**src/rtl/bcd_serial_addsub.sv**
```systemverilog
// Digit-serial BCD adder/subtractor with sign-magnitude result; one digit per clock.
// Latency: add and a<=b subtract finish with done in cycle N+1; a>b subtract in 2N+1
//          (N+1+k with BCD_FIX_EARLY_EXIT_EN, k = digits touched by the +1 fix pass).
// Backpressure: none; start is honoured only while idle, and is ignored while busy.
//
// Ports:
//   clk, rst_n      clock, asynchronous active-low reset
//   start, op       request (0 = add, 1 = a - b), sampled together with a, b when idle
//   a, b            N-digit BCD operands, digit 0 in bits [3:0]
//   busy            operation in progress (low again in the done cycle)
//   done            one-cycle pulse; o/co/neg valid from this cycle and held to the next done
//   o, co, neg      magnitude, decimal carry out (add only), negative flag (subtract only)
//
// Optional macro: BCD_FIX_EARLY_EXIT_EN stops the +1 fix pass at the first digit
// that absorbs the carry.
module bcd_serial_addsub #(
  parameter int N = 25
) (
  input  logic           clk,
  input  logic           rst_n,
  input  logic           start,
  input  logic           op,
  input  logic [N*4-1:0] a,
  input  logic [N*4-1:0] b,
  output logic           busy,
  output logic           done,
  output logic [N*4-1:0] o,
  output logic           co,
  output logic           neg
);

  localparam int IW = (N > 1) ? $clog2(N) : 1;

  typedef enum logic [1:0] {IDLE, ADD, FIX} state_t;

  state_t         state, state_nxt;
  logic [N*4-1:0] a_r, b_r, res, res_nxt, b_in, res_inv;
  logic           op_r, carry, carry_nxt;
  logic [IW-1:0]  idx;
  logic [IW+1:0]  boff;
  logic [3:0]     da, db, dr, dnew;
  logic [4:0]     s;
  logic           last, fix_end, finish;

  // Nines' complement of one digit; the non-BCD codes 10..15 fold onto 9..4.
  function automatic logic [3:0] nines(input logic [3:0] d);
    nines = (d <= 4'd9) ? (4'd9 - d) : (4'd3 - d);
  endfunction

  function automatic logic [N*4-1:0] nines_vec(input logic [N*4-1:0] v);
    nines_vec = '0;
    for (int i = 0; i < N; i++) begin
      nines_vec[i*4 +: 4] = nines(v[i*4 +: 4]);
    end
  endfunction

  assign b_in    = op ? nines_vec(b) : b;
  assign boff    = {idx, 2'b00};
  assign last    = (idx == IW'(N - 1));
  assign busy    = (state != IDLE);
  assign res_inv = nines_vec(res_nxt);

  // Per-digit datapath shared by ADD and FIX, addressed by idx.
  always_comb begin
    da        = a_r[boff +: 4];
    db        = b_r[boff +: 4];
    dr        = res[boff +: 4];
    s         = {1'b0, da} + {1'b0, db} + {4'b0, carry};
    dnew      = dr;
    carry_nxt = carry;
    res_nxt   = res;
    if (state == ADD) begin
      if (s > 5'd9) begin
        dnew      = s[3:0] + 4'd6;
        carry_nxt = 1'b1;
      end else begin
        dnew      = s[3:0];
        carry_nxt = 1'b0;
      end
    end else if (state == FIX) begin
      // Once the carry is absorbed the remaining digits pass through.
      if (!carry) begin
        dnew      = dr;
        carry_nxt = 1'b0;
      end else if (dr == 4'd9) begin
        dnew      = 4'd0;
        carry_nxt = 1'b1;
      end else begin
        dnew      = dr + 4'd1;
        carry_nxt = 1'b0;
      end
    end
    res_nxt[boff +: 4] = dnew;
  end

`ifdef BCD_FIX_EARLY_EXIT_EN
  assign fix_end = last || !carry_nxt;
`else
  assign fix_end = last;
`endif

  // Next state and the completion strobe.
  always_comb begin
    state_nxt = state;
    finish    = 1'b0;
    case (state)
      IDLE: if (start) state_nxt = ADD;
      ADD: begin
        if (last) begin
          if (op_r && carry_nxt) begin
            state_nxt = FIX;
          end else begin
            state_nxt = IDLE;
            finish    = 1'b1;
          end
        end
      end
      FIX: begin
        if (fix_end) begin
          state_nxt = IDLE;
          finish    = 1'b1;
        end
      end
      default: state_nxt = IDLE;
    endcase
  end

  always_ff @(posedge clk or negedge rst_n) begin
    if (!rst_n) state <= IDLE;
    else        state <= state_nxt;
  end

  always_ff @(posedge clk or negedge rst_n) begin
    if (!rst_n) begin
      a_r   <= '0;
      b_r   <= '0;
      res   <= '0;
      op_r  <= 1'b0;
      carry <= 1'b0;
      idx   <= '0;
      done  <= 1'b0;
      o     <= '0;
      co    <= 1'b0;
      neg   <= 1'b0;
    end else begin
      done <= finish;
      if (state == IDLE) begin
        if (start) begin
          a_r   <= a;
          b_r   <= b_in;
          op_r  <= op;
          idx   <= '0;
          carry <= 1'b0;
        end
      end else begin
        res   <= res_nxt;
        carry <= carry_nxt;
        idx   <= (last || state_nxt != state) ? '0 : idx + 1'b1;
      end
      if (finish) begin
        if (state == ADD && op_r) begin
          // No end-around carry: a <= b, the magnitude is the complemented sum.
          o   <= res_inv;
          neg <= |res_inv;
          co  <= 1'b0;
        end else if (state == ADD) begin
          o   <= res_nxt;
          neg <= 1'b0;
          co  <= carry_nxt;
        end else begin
          o   <= res_nxt;
          neg <= 1'b0;
          co  <= 1'b0;
        end
      end
    end
  end

endmodule

```
**config.mk**
```make
export PLATFORM = sky130hd
export DESIGN_NAME = bcd_serial_addsub
export DESIGN_NICKNAME = d
export VERILOG_FILES = /design/src/rtl/bcd_serial_addsub.sv
export SDC_FILE = /design/constraint.sdc
export NUM_CORES = 1
export LEC_CHECK = 0
export ABC_AREA = 1
export CAP_MARGIN = 20
export CORE_UTILIZATION = 57
export CTS_CLUSTER_SIZE = 14
export DETAILED_ROUTE_END_ITERATION = 12
export DONT_BUFFER_PORTS = 1
export MAX_ROUTING_LAYER = met4
export PLACE_DENSITY = 0.78
export SKIP_LAST_GASP = 1
export SLEW_MARGIN = 30
export SYNTH_ARGS = -nofsm -noshare
export SYNTH_HDL_FRONTEND = slang
export SYNTH_SLANG_ARGS = --single-unit
```
**constraint.sdc**
```tcl
create_clock -name clk -period 7.3 [get_ports clk]
set_clock_uncertainty 0.1 [all_clocks]
set_input_delay 1.46 -clock clk [delete_from_list [all_inputs] [get_ports clk]]
set_output_delay 1.46 -clock clk [all_outputs]
set_load 0.02 [all_outputs]
```
; ---- Word level (Yosys, flattened, before mapping)
; Cells that the tools add are included.
[classes]
eq_ne = 6
shifts = 5
add_sub_neg = 106
order_cmp = 51
n_mux = 80
n_reduce_logical = 7
[ops]
columns = op, count
row1 = $shiftx 100x8->4, 3
row2 = $mux 4, 55
row3 = $le 4x4->1 const B, 50
row4 = $mux 100, 2
row5 = $sub 2x4->4 const A, 50
row6 = $sub 4x4->4 const A, 50
row7 = $bwmux 100, 1
row8 = $reduce_or 100->1, 1
row9 = $shift 4x9->100 const A, 1
row10 = $shiftx 4x9->100, 1
row11 = $mux 5, 3
row12 = $mux 1, 13
row13 = $neg 7->9, 1
row14 = $mux 2, 4
row15 = $pmux 2 s3, 1
row16 = $add 4x4->5, 1
row17 = $add 5x1->5, 1
row18 = $add 5x1->5 const B, 1
row19 = $eq 5x5->1 const B, 1
row20 = $gt 5x4->1 const B, 1
row21 = $add 4x1->4 const B, 1
row22 = $add 4x3->4 const B, 1
row23 = $eq 4x4->1 const B, 1
row24 = $eq 2x1->1 const B, 1
row25 = 9 further kinds, 10
[word_totals]
out_inout_bits = 104
register_bits = 412
input_bits = 204
word_cells = 266

; ---- Longest topological paths before layout
; Gate-level depths: netlist of run 1.
[depth]
depth_word = 14
depth_mapped = 45
mapped_depth_nobuf = 40

; ---- Worst setup path before layout of run 1
; Ideal clock, no wire load.
[synth_timing]
kind = register to register
startpoint = register idx[0]
endpoint = register neg
path_buffers = 6
required_time_ns = 7.083
setup_time_ns = 0.117
arrival_time_ns = 5.813
stages_incl_launch_ff = 45
slack_ns = 1.270
period_less_slack_ns = 6.030
path_cell_list = dfrtp_1 -> buf_6 -> buf_4 -> buf_2 -> clkbuf_1 -> clkbuf_1 -> clkbuf_1 -> nor2_1 -> o22ai_1 -> nand2_1 -> nand4_1 -> nand2_1 -> inv_1 -> fa_1 -> inv_1 -> fa_1 -> xor2_1 -> ha_1 -> (+9 left out) -> nand3_1 -> o21ai_0 -> inv_1 -> ha_1 -> nand3_1 -> nand2_1 -> inv_1 -> nand2_1 -> nand2_1 -> nand2_1 -> nor2_1 -> nand2_1 -> nor2_1 -> nand2_1 -> nor2_1 -> nand3_1 -> nand2_1 -> nand2_1
[synth_between]
elab_chain_len = 12
elab_cells_between_ends = 131
classes_between = add/sub: 55 / order compare: 26 / eq/ne: 2 / shift: 5 / mux: 41 / reduce/logical: 2
[synth_lines]
columns = item, line
row1 = "start, declared", 39  ; logic [IW-1:0] idx;
row2 = "start signal, assigned", 158  ; idx <= (last || state_nxt != state) ? '0 : idx + 1'b1;
row3 = $shiftx 100x8->4 (on tied branches), "65, 66, 67"
row4 = "$add 4x4->5, or another cell as far along", 68  ; s = {1'b0, da} + {1'b0, db} + {4'b0, carry};
row5 = $add 5x1->5 or $mux 4 (tied branches), "68, 85"
row6 = "$add 4x3->4, or another cell as far along", 74  ; dnew = s[3:0] + 4'd6;
row7 = $mux 4 (on tied branches), "73, 80"
row8 = $mux 4, 72  ; if (state == ADD) begin
row9 = $shiftx 4x9->100, 93  ; res_nxt[boff +: 4] = dnew;
row10 = $bwmux 100, 93
row11 = "$sub 2x4->4, or another cell as far along", 47  ; nines = (d <= 4'd9) ? (4'd9 - d) : (4'd3 - d);
row12 = $mux 4, 47
row13 = $reduce_or 100->1, 164  ; neg <= |res_inv;
row14 = $mux 1, 161  ; if (state == ADD && op_r) begin
row15 = "end signal, assigned", 164
row16 = "end, declared", 29  ; output logic neg
; Parallel ways exist; a longest one is shown, timed or not.
; A chain may end at the register's enable or synchronous reset.

; ---- Worst setup path after layout of run 1
; Ends and elaborated chain as after synthesis.

==> results.toml, run 1 <==
[status]
status = "finished, violations left"
violations = "max-slew violations"

[run]
cap_viol_max_count = 0

[synth]
synth_cell_types = 62
ys_top_cells_by_count = "1,353 x nand2_1, 412 x dfrtp_1, 347 x o21ai_0"
syn_area_per_cell_um2 = 7.01
ys.warnings.count = 0
synth_fp_nets = 4156
netlist_instances = 3834
synth.top_cells.by_area = "dfrtp_1 38%, nand2_1 19%, o21ai_0 6.5%"
synth_ff_type = "dfrtp_1"
synth_top_area_share_pct = 38.4
synth-seq-area-share_pct = 38.4
synth_area_leader_cell = "dfrtp_1"
synth_edf_count = 0
ys_seq_elements = 412
async_reset_ff_share_pct = 100
syn_area_um2 = 26900
yosysMostFrequentCell = "nand2_1"

[die]
rows = 79
die_y_um = 219
io_pins = 308
die_x_um = 219
floorplan.die_area_um2 = 48000
coreArea_um2 = 46600
initial_utilization_pct = 57.7

[worst_setup_path]
r2r_setup_slack_ps = 500
slowest_stage = "dfrtp_4"
crit_path_max_fanout = 68
crit_arrival_ps = 7180
r2r_cells = 37
crit_path_end_kind = "register"
worstSetupEndpoint = "neg"
rr_startpoint = "idx[0]"
r2r_end = "neg"
critPathKind = "register to register"
cp_data_required_time_ps = 7690
start_kind = "register"
slowest_delay_ps = 620
critPathLaunch = "idx[0]"
cp_common_cell = "nand2_1"

[pwr]
pwr-share-clk_pct = 21.5
ir_worst_vdd_mv = 0.342
p_seq_share_pct = 29.9
p_sw_w = 0.00560
p_sw_share_pct = 46.7
p_leak_nw = 14.0
pwr_density_cell_nw_per_um2 = 415
p_int_w = 0.00638
comb_power_share_pct = 48.6

[global_routing]
grt_pass1_wl_mm = 129
grt_pass1_vias = 24090
grt_use_total_pct = 35.3
grt_max_degree = 413
antenna_found_initial = 6
grt_overflow = 0

[cells_and_area]
drive_gt1_share_pct = 6.42
filler_cell_count = 4270
synthToLayoutAreaGrowth_pct = 7.35
final-seq-area_um2 = 10300
layout.nets = 4053
multi_input_area_um2 = 14500

[clock_network]
clkTransAtPathRegs_ps = 60
cts_made_buffers = 47
cts_tree = "done"
cts_sinks = 412
htree_levels = 2
clock_path_buffers = 3
hold_buffers = 0
clk_latency_ps = 620
cts-root-buf = "clkbuf_16"

[detailed_routing]
first_pass_iters = 6
wire_per_inst_um = 18.7
drc = 0
vias = 25499
via_per_inst = 5.82
routed_wl_mm = 81.8
drt_iter0_drc = 2454
ant_nets = 0

[place]
post-place-ws_ps = 465
dp_hpwl_mm = 57.3
io_buffers = 0
gp_congestion = 1.02

[sta]
setup_tns_ps = 0
max_freq_mhz = 147
setup_ws_ps = 502
post-route-period-util_pct = 93.1
slew-limit-headroom_pct = -2.94
rsz0062_at_grt = "false"
tightest_slew_ps = 1540
report.final.slew_viol_count = 56
setup_viol = 0
fin_crit_ps = 6800
hold_viol = 0

[hold_path]
hold_class = "register to register"
-- state kept, by name (all words and copies together), names as in the netlist --
signal / flops
o: 100
state: 2
done: 1
a_r: 100
idx: 5
carry: 1
op_r: 1
b_r: 100
co: 1
neg: 1
res: 100
-- cell usage in the layout (no fill, tap or decap), types with 22 or more instances in the layout --
cell / n
o221ai_1: 42
nand3_1: 207
o22ai_1: 30
o211ai_1: 78
buf_4: 27
a21oi_1: 112
ha_1: 115
nand2_2: 22
dfrtp_1: 410
inv_2: 27
nor3_1: 27
inv_1: 309
xor2_1: 31
clkbuf_16: 47
nand2_1: 1350
xnor2_1: 32
o21ai_0: 347
nor2_1: 330
-- metrics by stage --
| step | util, % | cell area, µm² | hold slack [ps] | power [W] | instances |
|---|---|---|---|---|---|
| after detailed placement | 58.2 | 27100 | 363 | 0.00923 | 4288 |
| after global routing | 61.9 | 28800 | 389 | 0.0129 | 4383 |
| final | 61.9 | 28800 | 377 | 0.0120 | 4383 |
| after global placement | 58.2 | 27100 | 359 | 0.00911 | 4288 |
| after floorplan | - | 26900 | 344 | 0.00765 | 3834 |
| after CTS | 61.8 | 28800 | 379 | 0.0118 | 4376 |
-- critical path: cells and delay by family, from the launching register on --
| kind | cells | cell delay [ps] |
|---|---|---|
| AOI/OAI and AO/OA | 6 | 1310 |
| xor gates and xnor gates | 1 | 250 |
| adders and majority gates | 4 | 1070 |
| buffers and inverters | 7 | 850 |
| DFF | 1 | 620 |
| and+or+nand+nor | 19 | 2450 |
-- cell type report --
cell class              count  area share, %
well taps                 607           2.63
flip-flops and latches    412           35.8
clock buffers              64           4.58
inverters                 342           4.53
clock inverters            24           1.22
repair buffers             32          0.959
diodes                      6         0.0521
multi-input cells        2896           50.3
-- layer usage --
layer	vias to the layer above	routed length, µm	global-route usage (%)
met5	-	0	-
met4	0	4100	16.5
li1	12314	-	-
met3	238	6840	7.25
met2	1054	37500	55.1
met1	11893	33300	44.1
-- power by group through the flow --
stage                     clock (W)  combinational, W  sequential [W]
after floorplan                   0           0.00426         0.00339
final                       0.00258           0.00582         0.00358
after global routing        0.00268           0.00652         0.00366
after detailed placement          0           0.00563         0.00360
after global placement            0           0.00551         0.00360
after CTS                   0.00259           0.00566         0.00357
-- what timing repair did --
item | in CTS | in global routing
hold endpoints to repair | 0 | 0
setup buffers | 0 | 1
resized for setup | 0 | 6
setup endpoints to repair | 0 | 1
-- logic make-up after synthesis --
| group | Yosys count | share of synthesized area, % |
|---|---|---|
| simple gates | 2028 | 31.1 |
| compound gates | 686 | 15.0 |
| fa+ha+maj | 118 | 5.55 |
| flops | 412 | 38.4 |
| xor+xnor | 64 | 2.09 |
| buf+inv | 526 | 7.86 |
-- how the worst min path moves through the flow --
| stage | from | endpoint | slack [ps] | cells past startpoint |
|---|---|---|---|---|
| after floorplan | a_r[10] | a_r[10] | 340 | 2 |
| after CTS | a_r[11] | a_r[11] | 380 | 2 |
| after detailed placement | a_r[73] | a_r[73] | 360 | 2 |
| final | a_r[11] | a_r[11] | 380 | 2 |
| after global placement | b_r[18] | b_r[18] | 360 | 2 |
| after global routing | b_r[42] | b_r[42] | 390 | 2 |
Note: power is estimated with default switching activity, not from simulation.
==> run 2, diff against run 1 <==
Settings changed: CORE_UTILIZATION 57 to 60, PLACE_DENSITY 0.78 to 0.82.
Clock period 7.3 ns to 7.5 ns, I/O delays scaled along.
==> run 2 against run 1 <==
Against the previous run: the flow now finishes without violations; highest routed layer unchanged; clock power fell by 12%; combinational power fell by 3%; cell area fell by 0.70%; first-iteration DRC count rose by 14%.
==> results.toml, run 2 (synthesis gave the netlist of run 1 again) <==
[status]
status = "finished clean"

[worst_setup_path]
cp_num_buf_inv = 5
cpLargestDelayFamily = "simple AND/OR/NAND/NOR gates"
cp_common_cell = "nand2_1"
crit_path_end_kind = "register"
start_kind = "register"
slowest_delay_ps = 710
rr_startpoint = "idx[0]"
crit_path_max_fanout = 102
crit_arrival_ps = 7390
slowest_stage = "dfrtp_4"
critPathKind = "register to register"
cp_data_required_time_ps = 7880
critPathLaunch = "idx[0]"

[pwr]
p_leak_nw = 14.0
pwr_density_cell_nw_per_um2 = 396
ir_worst_vdd_mv = 0.355

[place]
io_buffers = 0
gp_congestion = 1.04
dp_hpwl_mm = 57.2

[sta]
setup_viol = 0
slew-limit-headroom_pct = 30.9
post-route-period-util_pct = 93.5
rsz0062_at_grt = "false"
hold_viol = 0
report.final.slew_viol_count = 0
tightest_slew_ps = 1040
whs_ps = 375
fin_crit_ps = 7010
max_freq_mhz = 143
setup_tns_ps = 0

[cells_and_area]
synthToLayoutAreaGrowth_pct = 6.60
final_cell_mix = "1,350 x nand2_1, 410 x dfrtp_1, 347 x o21ai_0"
layout.nets = 4048
drive_gt1_share_pct = 6.04
layout_commonest_cell = "nand2_1"

[detailed_routing]
wire_per_inst_um = 18.8
ant_nets = 0
vias = 25728
first_pass_iters = 6
routed_wl_mm = 81.8
drc = 0
via_per_inst = 5.91
drt_iter0_drc = 2808

[global_routing]
grt_pass1_vias = 24160
grt_max_degree = 413
grt_overflow = 0
grt_use_total_pct = 37.2
grt_pass1_wl_mm = 129
antenna_found_initial = 1

[clock_network]
clkTransAtPathRegs_ps = 60
clk_latency_ps = 600
hold_buffers = 0
cts_made_buffers = 46
clock_path_buffers = 3
cts-root-buf = "clkbuf_16"
cts_tree = "done"
cts_sinks = 412
htree_levels = 2

[die]
rows = 77
floorplan.die_area_um2 = 45600
die_y_um = 214
coreArea_um2 = 44200
initial_utilization_pct = 60.7
io_pins = 308
die_x_um = 214

[hold_path]
hold_start = "a_r[5]"
hold_class = "register to register"

[run]
cap_viol_max_count = 0
## run 2: path summary, 6_finish.rpt
kind / to / slack, ps / depth (start not counted)
min reg2reg: a_r[5] / 370 / 2
max in group asynchronous: o[78] / 5950 / 0
min in group asynchronous: o[55] / 510 / 0
max: neg / 490 / 37
max reg2reg: neg / 490 / 37
min: a_r[5] / 370 / 2
## run 2: stage by stage
step | setup slack, ps | instance area, µm² | power, W | std cells | utilization (%)
global route | 33.0 | 28600 | 0.0122 | 4353 | 64.8
CTS | 449 | 28600 | 0.0112 | 4350 | 64.6
detailed placement | 481 | 27100 | 0.00894 | 4268 | 61.2
floorplan | 1470 | 26900 | 0.00744 | 3834 | -
global placement | 655 | 27100 | 0.00881 | 4268 | 61.2
finish | 485 | 28600 | 0.0114 | 4354 | 64.8
## run 2: power by group
group / switching, W / internal (W) / total, W
clock: 0.000955 / 0.00132 / 0.00227
sequential: 0.000502 / 0.00296 / 0.00346
combinational: 0.00391 / 0.00171 / 0.00562
## run 2: layer usage
metal,part of all wire [%],GRT usage [%],vias up
met1,40,46.3,12025
met4,5.7,19.3,0
met3,8.8,8.13,261
met5,0,-,-
met2,45,56.9,1163
li1,-,-,12279
## run 2: final cells by class
cell class | instances | area (µm²)
clock buffers | 70 | 1360
multi-input cells | 2896 | 14500
fillers | 3939 | 15600
repair buffers | 28 | 292
well taps | 592 | 741
clock inverters | 12 | 135
diodes | 2 | 5.00
flip-flops and latches | 412 | 10300
inverters | 342 | 1310
## run 2: what timing repair did
| item | in CTS | in global routing |
|---|---|---|
| hold endpoints to repair | 0 | 0 |
| setup buffers | 0 | 1 |
| setup endpoints to repair | 0 | 1 |
| resized for setup | 0 | 5 |
## run 2: worst reg2reg max path, delay by kind of cell, from the launching register on
| family | cells | cell delay, ps |
|---|---|---|
| adder cells (fa/ha/maj) | 4 | 1110 |
| XOR/XNOR | 1 | 310 |
| AO/OA/AOI/OAI | 7 | 1650 |
| buffers and inverters | 5 | 600 |
| AND/OR/NAND/NOR | 20 | 2410 |
| flip-flops | 1 | 710 |
